File: config.mk
export PLATFORM = sky130hd
export DESIGN_NAME = bus_interface
export DESIGN_NICKNAME = d
export VERILOG_FILES = /design/src/rtl/bus_interface_pkg.sv /design/src/rtl/bus_interface_sync_ff.sv /design/src/rtl/bus_interface.sv
export SDC_FILE = /design/constraint.sdc
export NUM_CORES = 1
export LEC_CHECK = 0
export ABC_AREA = 0
export CAP_MARGIN = 20
export CELL_PAD_IN_SITES_DETAIL_PLACEMENT = 2
export CELL_PAD_IN_SITES_GLOBAL_PLACEMENT = 2
export CORE_UTILIZATION = 31
export DETAILED_ROUTE_END_ITERATION = 8
export PLACE_DENSITY = 0.88
export SLEW_MARGIN = 25
export SYNTH_ARGS = -nofsm -noshare
export SYNTH_HDL_FRONTEND = slang
export SYNTH_SLANG_ARGS = --single-unit
File: constraint.sdc
create_clock -name clk -period 1.8 [get_ports clk]
set_clock_uncertainty 0.1 [all_clocks]
set_input_delay 0.54 -clock clk [delete_from_list [all_inputs] [get_ports clk]]
set_output_delay 0.54 -clock clk [all_outputs]
set_load 0.1 [all_outputs]
File: src/rtl/bus_interface_pkg.sv
// Shared types and widths for the host-bus front end.
package bus_interface_pkg;

    localparam int unsigned BUS_SYNC_DEFAULT = 2;
    localparam int unsigned REG_NUM_W        = 4;
    localparam int unsigned BYTE_W           = 8;
    localparam int unsigned WORD_W           = 16;

    typedef enum logic [1:0] {
        IDLE   = 2'd0,
        STROBE = 2'd1,
        ACTIVE = 2'd2
    } bus_state_t;

    // Host request as registered from the pins
    typedef struct packed {
        logic                 rd_nwr;
        logic [REG_NUM_W-1:0] reg_num;
        logic                 bytesel;
        logic [BYTE_W-1:0]    data;
    } bus_req_t;

    function automatic logic [WORD_W-1:0] pack_word(input logic [BYTE_W-1:0] even_byte,
                                                    input logic [BYTE_W-1:0] odd_byte);
        return {even_byte, odd_byte};
    endfunction

endpackage

File: src/rtl/bus_interface_sync_ff.sv
// Generic single-bit multi-flop synchroniser with synchronous reset value.
module sync_ff #(
    parameter int unsigned STAGES    = 2,
    parameter logic        RESET_VAL = 1'b0
) (
    input  logic clk,
    input  logic reset_i,
    input  logic d,
    output logic q
);

    logic [STAGES-1:0] chain;

    always_ff @(posedge clk) begin
        if (reset_i) begin
            chain <= {STAGES{RESET_VAL}};
        end else begin
            chain <= {chain[STAGES-2:0], d};
        end
    end

    assign q = chain[STAGES-1];

endmodule

File: src/rtl/bus_interface.sv
// Host-bus front end: synchronises cs_n, detects accesses, emits one-cycle
// read/write strobes and assembles 16-bit words from even/odd byte writes.
module bus_interface
    import bus_interface_pkg::*;
#(
    parameter int unsigned SYNC_STAGES = BUS_SYNC_DEFAULT
) (
    input  logic                 clk,
    input  logic                 reset_i,
    input  logic                 bus_cs_n_i,
    input  logic                 bus_rd_nwr_i,
    input  logic [REG_NUM_W-1:0] bus_reg_num_i,
    input  logic                 bus_bytesel_i,
    input  logic [BYTE_W-1:0]    bus_data_i,
    output logic                 wr_strobe_o,
    output logic                 rd_strobe_o,
    output logic                 word_wr_o,
    output logic [REG_NUM_W-1:0] reg_num_o,
    output logic                 bytesel_o,
    output logic [BYTE_W-1:0]    byte_data_o,
    output logic [WORD_W-1:0]    word_data_o,
    output logic                 bus_ack_o
);

    bus_req_t          req_q;
    logic              cs_sync;
    logic              cs_prev;
    logic              fall_c;
    logic              accept_c;
    logic              rd_hold;
    logic [BYTE_W-1:0] even_latch;
    bus_state_t        state;
    bus_state_t        state_next;

    // Control/data are stable for the whole access, so one plain stage suffices
    always_ff @(posedge clk) begin
        req_q <= {bus_rd_nwr_i, bus_reg_num_i, bus_bytesel_i, bus_data_i};
    end

    // Chain resets to "asserted" so an access live across reset is never seen as new
    sync_ff #(
        .STAGES    (SYNC_STAGES),
        .RESET_VAL (1'b0)
    ) u_cs_sync (
        .clk     (clk),
        .reset_i (reset_i),
        .d       (bus_cs_n_i),
        .q       (cs_sync)
    );

    always_ff @(posedge clk) begin
        if (reset_i) begin
            cs_prev <= 1'b0;
        end else begin
            cs_prev <= cs_sync;
        end
    end

    assign fall_c = cs_prev & ~cs_sync;

    always_ff @(posedge clk) begin
        if (reset_i) begin
            state <= IDLE;
        end else begin
            state <= state_next;
        end
    end

    always_comb begin
        state_next = state;
        accept_c   = 1'b0;
        case (state)
            IDLE: begin
                if (fall_c) begin
                    state_next = STROBE;
                    accept_c   = 1'b1;
                end
            end
            STROBE: begin
                state_next = ACTIVE;
            end
            ACTIVE: begin
                if (cs_sync) begin
                    state_next = IDLE;
                end
            end
            default: begin
                state_next = IDLE;
            end
        endcase
    end

    // Hold regs load on acceptance; strobes follow one cycle later from STROBE
    always_ff @(posedge clk) begin
        if (reset_i) begin
            wr_strobe_o <= 1'b0;
            rd_strobe_o <= 1'b0;
            word_wr_o   <= 1'b0;
            bus_ack_o   <= 1'b0;
            reg_num_o   <= '0;
            bytesel_o   <= 1'b0;
            byte_data_o <= '0;
            word_data_o <= '0;
            even_latch  <= '0;
            rd_hold     <= 1'b0;
        end else begin
            wr_strobe_o <= (state == STROBE) & ~rd_hold;
            rd_strobe_o <= (state == STROBE) &  rd_hold;
            word_wr_o   <= (state == STROBE) & ~rd_hold & bytesel_o;
            bus_ack_o   <= (state != IDLE);
            if (accept_c) begin
                reg_num_o <= req_q.reg_num;
                bytesel_o <= req_q.bytesel;
                rd_hold   <= req_q.rd_nwr;
                if (!req_q.rd_nwr) begin
                    byte_data_o <= req_q.data;
                    if (req_q.bytesel) begin
                        word_data_o <= pack_word(even_latch, req_q.data);
                    end else begin
                        even_latch <= req_q.data;
                    end
                end
            end
        end
    end

endmodule

==> impl_results.md, run 1 <==
* Outcome: finished clean
* Initial antenna violation count at 0
* Avg WL per Cell at 15.2 µm
* CP Data Required Time at 1160 ps
* Final Hold Viols at 0
* CP cell instances: buf_12
* Worst path max stage delay at 410 ps
* Setup TNS at 0 ps
* Drc violations at 0
* CP Class: flop to output port
* Total power at 2.58 mW
* Max Fclk at 634 MHz
* Cell-internal power at 1.96 mW
* Synth top area share at 0.590
* Post-synthesis cell area at 2070 µm²
* Reg clk slew, reported paths at 70 ps
* Hold_ws at 374 ps
* Global-route wire length before repair at 7780 µm
* Final setup viols at 0
* Arrival @ worst endpoint at 940 ps
* WL final at 4690 µm
* Fin util at 0.495
* CP Max Fanout at 2
* Vias at 1377
* CTS Hold Bufs at 0
* Critical path endpoint category: output port
* Vias in the first global route at 1557
* HPWL Detailed at 3250 µm
* Largest net degree at the start of global routing at 55
* Clk buf depth at 2
* # H-tree levels at 3
* Core footprint at 6390 µm²
* Die area at 7010 µm²
* Number of diodes at 0
* Fillers at 600
* Highest routed layer: met4
* R2r setup slk at 280 ps
* Adder-Cell Fraction of Synth Area at 0
* Unique masters post-synth at 21
* WL met3 at 144 µm
* Synthesis-to-finish area growth at 52.8%
* Post CTS Setup Buffer Count at 0
* Tcrit/Tclk final at 0.877
* Max_cap viols at 0
* Yosys reg bits at 61
* GRT Resource Usage Total at 0.147
* VDD IR max at 0.431 mV
* Final net count at 244
* Main combinational cell family by area after synthesis: simple AND/OR/NAND/NOR gates
* Root buffer cell: clkbuf_8
* Die H at 83.7 µm
* Yosys warning count at 0
* # clock sinks at 61
* Cell Rows at 29
* Avg Cell Area, Syn at 12.0 µm²
* DRT met1 WL at 1940 µm
* PortBufs at 49
* GRT overflow at 0
* Net load switching power at 617 µW
* Layout cells sized above 1 at 0.241
* CTS tree: built
* Part of the power in registers at 0.542
* Power share of the combinational group at 0.069
* DRT Pass-1 Iters at 3
* Crit path max-delay family: flip-flops
* P_leak at 1.19 nW
* Setup crit start kind: flop
* Via density at 4.46
* Worst min path class: flop to flop
* Mux cell area share after synthesis at 0.184
* Synth Area in Simple Gates at 0.194
* Synth Area in Compound Gates at 0.00242
* Detail Route Antenna Nets at 0
* Post_cts resized at 0
* DR iter-0 viols at 39
* Min Tclk post-route at 1580 ps
* Pins Over Slew Limit at 0
* Mapped Cells at 172
* Post-synthesis sequential area ratio at 0.590
* RSZ-0062 raised after global routing: no
* Initial core utilization at 0.324
* Synth area leader: dfxtp_1
* Clock share of power at 0.388
* WL met2 at 2540 µm
* RD Place Congestion at 0.696
* CTS Buf Count at 9
* Synth top area cells: dfxtp_1 (59%), mux2i_1 (18%), nand2b_1 (12%), nor2_1 (1.5%), nor2b_1 (1.2%)
* WP buf/inv at 1
* I/O pin count at 50
* Switching share of power at 0.240
* Pwr dens at 815 nW/µm²
* Rel. slew slack at 0.785
* Die X at 83.7 µm
* Post-Syn Nets at 189
* Worst-Skew Late Latency at 330 ps
* Synth Area in XOR/XNOR at 0
* Slowest CP cell: dfxtp_1
* Worst Max-Slew Pin Slew at 322 ps
-- per-stage QoR --
stage | area, µm² | setup slack (ps) | std cells
2_1_floorplan | 2070 | 226 | 172
3_3_place_gp | 3000 | 41.9 | 293
3_5_place_dp | 3000 | -21.8 | 293
4_1_cts | 3160 | 199 | 309
5_1_grt | 3160 | 153 | 309
6_report | 3160 | 221 | 309
-- path summary, 6_finish.rpt --
| path | cells after the start | start | to |
|---|---|---|---|
| worst max-delay path | 1 | byte_data_o[1] | byte_data_o[1] |
| worst min-delay path | 1 | u_cs_sync.chain[0] | u_cs_sync.chain[1] |
| worst max register to register | 4 | state[0] | word_data_o[3] |
| worst min register to register | 1 | u_cs_sync.chain[0] | u_cs_sync.chain[1] |
-- synth_stat cells --
| cell type | instances |
|---|---|
| a21oi_1 | 1 |
| and2_1 | 1 |
| and4b_1 | 1 |
| buf_2 | 1 |
| buf_4 | 1 |
| buf_6 | 1 |
| buf_8 | 1 |
| clkbuf_1 | 6 |
| dfxtp_1 | 61 |
| mux2i_1 | 38 |
| nand2b_1 | 40 |
| nand3b_1 | 1 |
| nor2_1 | 8 |
| nor2b_1 | 4 |
| nor3_1 | 1 |
| nor3_2 | 1 |
| nor3b_1 | 1 |
| nor4b_4 | 1 |
| nor4bb_1 | 1 |
| or2b_1 | 1 |
| or3b_2 | 1 |
-- logic make-up (layout without fill, tap and decap cells) --
kind of cell	count (synthesis)	count (layout)
AOI/OAI and AO/OA	1	1
buffers and inverters	10	70
DFF	61	61
muxes	38	38
and+or+nand+nor	62	62
-- sequential cells by signal, indices dropped and copies added, names as in the netlist, 2 cells and up --
name             count
u_cs_sync.chain      2
reg_num_o            4
even_latch           8
byte_data_o          8
req_q               14
word_data_o         16
state                2
-- cells in the final DEF (no fill, tap or decap) --
cell type | Yosys | layout
and4b_1 | 1 | 1
clkdlybuf4s50_1 | 0 | 16
dfxtp_1 | 61 | 61
nor4bb_4 | 0 | 1
nand3b_1 | 1 | 1
a21oi_1 | 1 | 1
nor2_1 | 8 | 8
mux2i_1 | 38 | 38
nor3_2 | 1 | 1
or3b_2 | 1 | 1
clkbuf_1 | 6 | 2
buf_4 | 1 | 3
buf_12 | 0 | 35
and2_1 | 1 | 1
nor3b_1 | 1 | 1
clkinvlp_4 | 0 | 1
nor3_1 | 1 | 1
nor4b_4 | 1 | 1
clkbuf_8 | 0 | 9
clkinv_2 | 0 | 4
nor2b_1 | 4 | 4
or2b_1 | 1 | 1
nand2b_1 | 40 | 40
-- area by class of cell --
type	count	area [µm²]	share of cell area
sequential	61	1220	0.386
clock inverter	5	27.5	0.00871
timing repair buffer	54	883	0.279
multi-input combinational	101	802	0.254
tap	77	96.3	0.0305
clock buffer	11	131	0.0416
-- power groups by stage --
stage / clock, mW / combinational (mW) / sequential, mW
floorplan: 0 / 0.0564 / 1.46
global placement: 0 / 0.175 / 1.43
detailed placement: 0 / 0.180 / 1.43
CTS: 1.04 / 0.181 / 1.40
global route: 1.11 / 0.188 / 1.40
finish: 1.00 / 0.178 / 1.40
-- metal layers --
| layer | up-vias | GRT usage |
|---|---|---|
| li1 | 672 | - |
| met1 | 664 | 0.159 |
| met2 | 34 | 0.257 |
| met3 | 7 | 0.0455 |
| met4 | 0 | 0.0740 |
| met5 | - | 0 |
Power figures use the tool's default switching activity.
==> run 2: changes to the inputs <==
--- a/config.mk
+++ b/config.mk
@@ -5,11 +5,10 @@
 export SDC_FILE = /design/constraint.sdc
 export NUM_CORES = 1
 export LEC_CHECK = 0
-export ABC_AREA = 0
-export CAP_MARGIN = 20
+export ABC_AREA = 1
 export CELL_PAD_IN_SITES_DETAIL_PLACEMENT = 2
 export CELL_PAD_IN_SITES_GLOBAL_PLACEMENT = 2
-export CORE_UTILIZATION = 31
+export CORE_UTILIZATION = 27
 export DETAILED_ROUTE_END_ITERATION = 8
 export PLACE_DENSITY = 0.88
 export SLEW_MARGIN = 25
==> impl_results.md, run 2 <==
* Clock share of power at 0.448
* Layout cells sized above 1 at 0.164
* Net load switching power at 819 µW
* Largest net degree at the start of global routing at 39
* Worst Max-Slew Pin Slew at 340 ps
* Post-Place Cell Area at 3240 µm²
* Most used routing layer: met2
* Number of diodes at 0
* Cell-internal power at 2.28 mW
* Part of the power in registers at 0.456
* Clk buf depth at 2
* # H-tree levels at 3
* PortBufs at 49
* Tcrit/Tclk final at 0.890
* CP Data Required Time at 1160 ps
* Most frequent cells after synthesis: inv_1 (72), nand2_1 (69), dfxtp_1 (61)
* CP cell instances: buf_12
* Yosys warning count at 0
* Total power at 3.10 mW
* Initial core utilization at 0.280
* Met1 Use GR at 0.189
* Avg WL per Cell at 14.0 µm
* DRT Pass-1 Iters at 4
* P_leak at 1.56 nW
* RD Place Congestion at 0.724
* Most frequent cells in the layout: inv_1 (72), nand2_1 (69), dfxtp_1 (61)
* Core footprint at 8220 µm²
* Arrival @ worst endpoint at 960 ps
* Global-route wire length before repair at 11300 µm
* Hold wc startpoint: u_cs_sync.chain[0]
* # clock sinks at 61
* Post-Syn Nets at 330
* Worst path max stage delay at 410 ps
* GR Util met3 at 0.0477
* Synth area leader: dfxtp_1
* Leading cell type by number of instances after synthesis: inv_1
* Avg Cell Area, Syn at 7.35 µm²
* GRT Resource Usage Total at 0.172
* Drc violations at 0
* Synthesis-to-finish area growth at 50.4%
* Async SR Flop Fraction at 0
* Root buffer cell: clkbuf_8
* Placed insts at 460
* Yosys reg bits at 61
* EDFF count, synth at 0
* Crit path max-delay family: flip-flops
* Critical path endpoint category: output port
* Biggest register: word_data_o
* R2r setup slk at 280 ps
* Final Hold Viols at 0
* Synth top area share at 0.531
* Power share of the combinational group at 0.096
* Finished Cell Area at 3460 µm²
* Mapped Cells at 313
* Initial antenna violation count at 0
* Reg-to-Reg End: word_data_o[7]
* Setup crit start kind: flop
* Rel. slew slack at 0.773
* Slowest CP cell: dfxtp_1
* Vias at 2008
* Cell Rows at 33
* Fin util at 0.421
* Via density at 4.22
* Post-synthesis cell area at 2300 µm²
* Reg clk slew, reported paths at 80 ps
* HPWL Detailed at 4440 µm
* VDD IR max at 0.546 mV
* R2R cell count at 7
* DR iter-0 viols at 60
* Max Fclk at 624 MHz
* Min Tclk post-route at 1600 ps
* I/O pin count at 50
* Outcome: finished clean
* CP Max Fanout at 2
* Max_cap viols at 0
* Die area at 8890 µm²
* WP buf/inv at 1
* Hold path depth at 2
* CTS tree: built
* Setup TNS at 0 ps
* Pins Over Slew Limit at 0
* Final net count at 383
* Worst min path class: flop to flop
* RSZ-0062 raised after global routing: no
* Die X at 94.3 µm
* Prevailing post-synth register cell: dfxtp_1
* RR Startpoint: u_cs_sync.chain[1]
* Post_cts resized at 0
* Post-synthesis sequential area ratio at 0.531
* CTS Hold Bufs at 0
* Final WS setup at 198 ps
* Max reg flops at 16
* Hold_ws at 326 ps
* Pre-CTS WS at 101 ps
* Detail Route Antenna Nets at 0
* Pwr dens at 897 nW/µm²
* Worst-Skew Late Latency at 350 ps
* Hold path endpoint: u_cs_sync.chain[1]
* Met2 Use GR at 0.315
* Final setup viols at 0
* Top Registers: word_data_o x16, req_q x14
* Die H at 94.3 µm
* GRT overflow at 0
* Switching share of power at 0.264
* Commonest non-fill, non-tap cell in the layout: inv_1
* WL final at 6680 µm
* Synth top area cells: dfxtp_1 (53%), inv_1 (12%), nand2_1 (11%), nor2_1 (9.3%), nand3_1 (5.4%)
* CP Class: flop to output port
* Finished Layout Cells at 476
* Unique masters post-synth at 17
* Vias in the first global route at 2231
* Post CTS Setup Buffer Count at 0
* CTS Buf Count at 9
run 2: cell families (layout without fill, tap and decap cells):
logic type / count (synthesis) / count (layout) / share of synthesized area
compound gates: 7 / 7 / 0.0152
buf+inv: 85 / 143 / 0.152
flops: 61 / 61 / 0.531
simple gates: 160 / 160 / 0.301
run 2: final cells by class:
cell class | count | area [µm²]
clock buffers | 9 | 124
clock inverters | 7 | 98.8
repair buffers | 53 | 876
fillers | 909 | 4760
flip-flops and latches | 61 | 1220
multi-input cells | 167 | 731
inverters | 74 | 278
well taps | 105 | 131
run 2: per-layer routing:
| layer | vias to the layer above | wire length, µm |
|---|---|---|
| met5 | - | 0 |
| met4 | 0 | 101 |
| met3 | 8 | 228 |
| met2 | 35 | 3560 |
| met1 | 961 | 2790 |
| li1 | 1004 | - |
run 2: worst max path at each step:
stage	from	to	slack, ps	cells after the start
floorplan	bytesel_o	bytesel_o	230	0
global placement	reset_i	word_wr_o	180	4
detailed placement	reset_i	word_wr_o	100	4
CTS	bytesel_o	bytesel_o	180	1
global route	u_cs_sync.chain[1]	word_data_o[7]	150	7
finish	byte_data_o[6]	byte_data_o[6]	200	1
run 2: power by group through the flow:
stage                     registers (mW)  clock network (mW)  logic, mW
after global placement              1.44                   0      0.287
after detailed placement            1.45                   0      0.298
after CTS                           1.42                1.42      0.303
after global routing                1.42                1.48      0.321
after floorplan                     1.52                   0     0.0901
final                               1.41                1.39      0.299
==> run 3: changes to the inputs <==
--- a/config.mk
+++ b/config.mk
@@ -10,6 +10,7 @@
 export CELL_PAD_IN_SITES_GLOBAL_PLACEMENT = 2
 export CORE_UTILIZATION = 27
 export DETAILED_ROUTE_END_ITERATION = 8
+export MAX_ROUTING_LAYER = met4
 export PLACE_DENSITY = 0.88
 export SLEW_MARGIN = 25
 export SYNTH_ARGS = -nofsm -noshare
==> impl_results.md, run 3 (synthesis gave the netlist of run 2 again) <==
* Biggest register: word_data_o
* Global-route wire length before repair at 11300 µm
* WP buf/inv at 1
* RR Startpoint: u_cs_sync.chain[1]
* Die H at 94.3 µm
* CP cell instances: buf_12
* # H-tree levels at 3
* Initial antenna violation count at 0
* Post CTS Setup Buffer Count at 0
* CP Data Required Time at 1160 ps
* # clock sinks at 61
* CTS Hold Bufs at 0
* DR iter-0 viols at 61
* Crit path max-delay family: flip-flops
* P_leak at 1.56 nW
* WL final at 6680 µm
* Avg WL per Cell at 14.0 µm
* Arrival @ worst endpoint at 960 ps
* Hold path depth at 2
* Max_cap viols at 0
* Max Fclk at 625 MHz
* Reg clk slew, reported paths at 80 ps
* HPWL Detailed at 4440 µm
* Initial core utilization at 0.280
* GRT overflow at 0
* Critical path endpoint category: output port
* Drc violations at 0
* CP Class: flop to output port
* Hold_ws at 329 ps
* Final Hold Viols at 0
* Cell Rows at 33
* Pins Over Slew Limit at 0
* Largest net degree at the start of global routing at 39
* Worst path max stage delay at 410 ps
* Root buffer cell: clkbuf_8
* Worst-Skew Late Latency at 350 ps
* Reg-to-Reg End: word_data_o[7]
* Setup TNS at 0 ps
* Most frequent cells in the layout: inv_1 (72), nand2_1 (69), dfxtp_1 (61)
* Clk buf depth at 2
* Rel. slew slack at 0.772
* Core footprint at 8220 µm²
* Fillers at 909
* R2r setup slk at 270 ps
* Min Tclk post-route at 1600 ps
* Detail Route Antenna Nets at 0
* R2R cell count at 7
* RSZ-0062 raised after global routing: no
* Setup crit start kind: flop
* Post_cts resized at 0
* Worst min path class: flop to flop
* Pwr dens at 896 nW/µm²
* Worst Max-Slew Pin Slew at 341 ps
* Commonest non-fill, non-tap cell in the layout: inv_1
* Max reg flops at 16
* Hold path endpoint: u_cs_sync.chain[1]
* Die X at 94.3 µm
* DRT Pass-1 Iters at 4
* Final net count at 383
* CP Max Fanout at 2
* Via density at 4.23
* I/O pin count at 50
* CTS tree: built
* Outcome: finished clean
* Vias in the first global route at 2220
* Tcrit/Tclk final at 0.889
* PortBufs at 49
* GRT Resource Usage Total at 0.176
* CTS Buf Count at 9
* Synthesis-to-finish area growth at 50.4%
* Die area at 8890 µm²
* Hold wc startpoint: u_cs_sync.chain[0]
* Layout cells sized above 1 at 0.164
* Slowest CP cell: dfxtp_1
* Final setup viols at 0
* Vias at 2012
* Top Registers: word_data_o x16, req_q x14
* RD Place Congestion at 0.732
* VDD IR max at 0.543 mV
* Number of diodes at 0
[run 3: cell counts in the layout (fill, tap and decap cells not counted)]
No cell type changed its count.
[run 3: metal layers]
metal | up-vias | global-route usage | share of wire
li1 | 1002 | - | -
met1 | 966 | 0.190 | 0.42
met2 | 37 | 0.315 | 0.53
met3 | 7 | 0.0445 | 0.036
met4 | 0 | 0.0538 | 0.014
met5 | - | - | 0
[run 3: stage by stage]
stage	utilization	area (µm²)	std cells	setup WS [ps]	total power [mW]
floorplan	-	2300	313	225	1.61
global placement	0.394	3240	460	185	1.73
detailed placement	0.394	3240	460	101	1.74
CTS	0.421	3460	476	179	3.14
global route	0.421	3460	476	155	3.22
finish	0.421	3460	476	199	3.10
[run 3: area by class of cell]
type / instances / area [µm²] / share of cell area
Multi-Input combinational cell: 167 / 731 / 0.211
Timing Repair Buffer: 53 / 876 / 0.253
Sequential cell: 61 / 1220 / 0.353
Clock buffer: 9 / 124 / 0.0358
Tap cell: 105 / 131 / 0.0380
Inverter: 74 / 278 / 0.0803
Clock inverter: 7 / 98.8 / 0.0286
[run 3: how the worst max path moves through the flow]
stage / to / cells after the start / from / slack (ps)
floorplan: bytesel_o / 0 / bytesel_o / 230
global placement: word_wr_o / 4 / reset_i / 180
detailed placement: word_wr_o / 4 / reset_i / 100
CTS: bytesel_o / 1 / bytesel_o / 180
global route: word_data_o[7] / 7 / u_cs_sync.chain[1] / 160
finish: byte_data_o[5] / 1 / byte_data_o[5] / 200
[run 3: power breakdown]
group | switching [mW] | internal (mW) | total, mW
Sequential | 0.0302 | 1.38 | 1.41
Combinational | 0.186 | 0.113 | 0.299
Clock | 0.601 | 0.786 | 1.39
[run 3: worst min-delay path, cell delays in order, from the launching register on]
cell     delay [ps]
dfxtp_1         310
inv_1            60
nor2_1           40
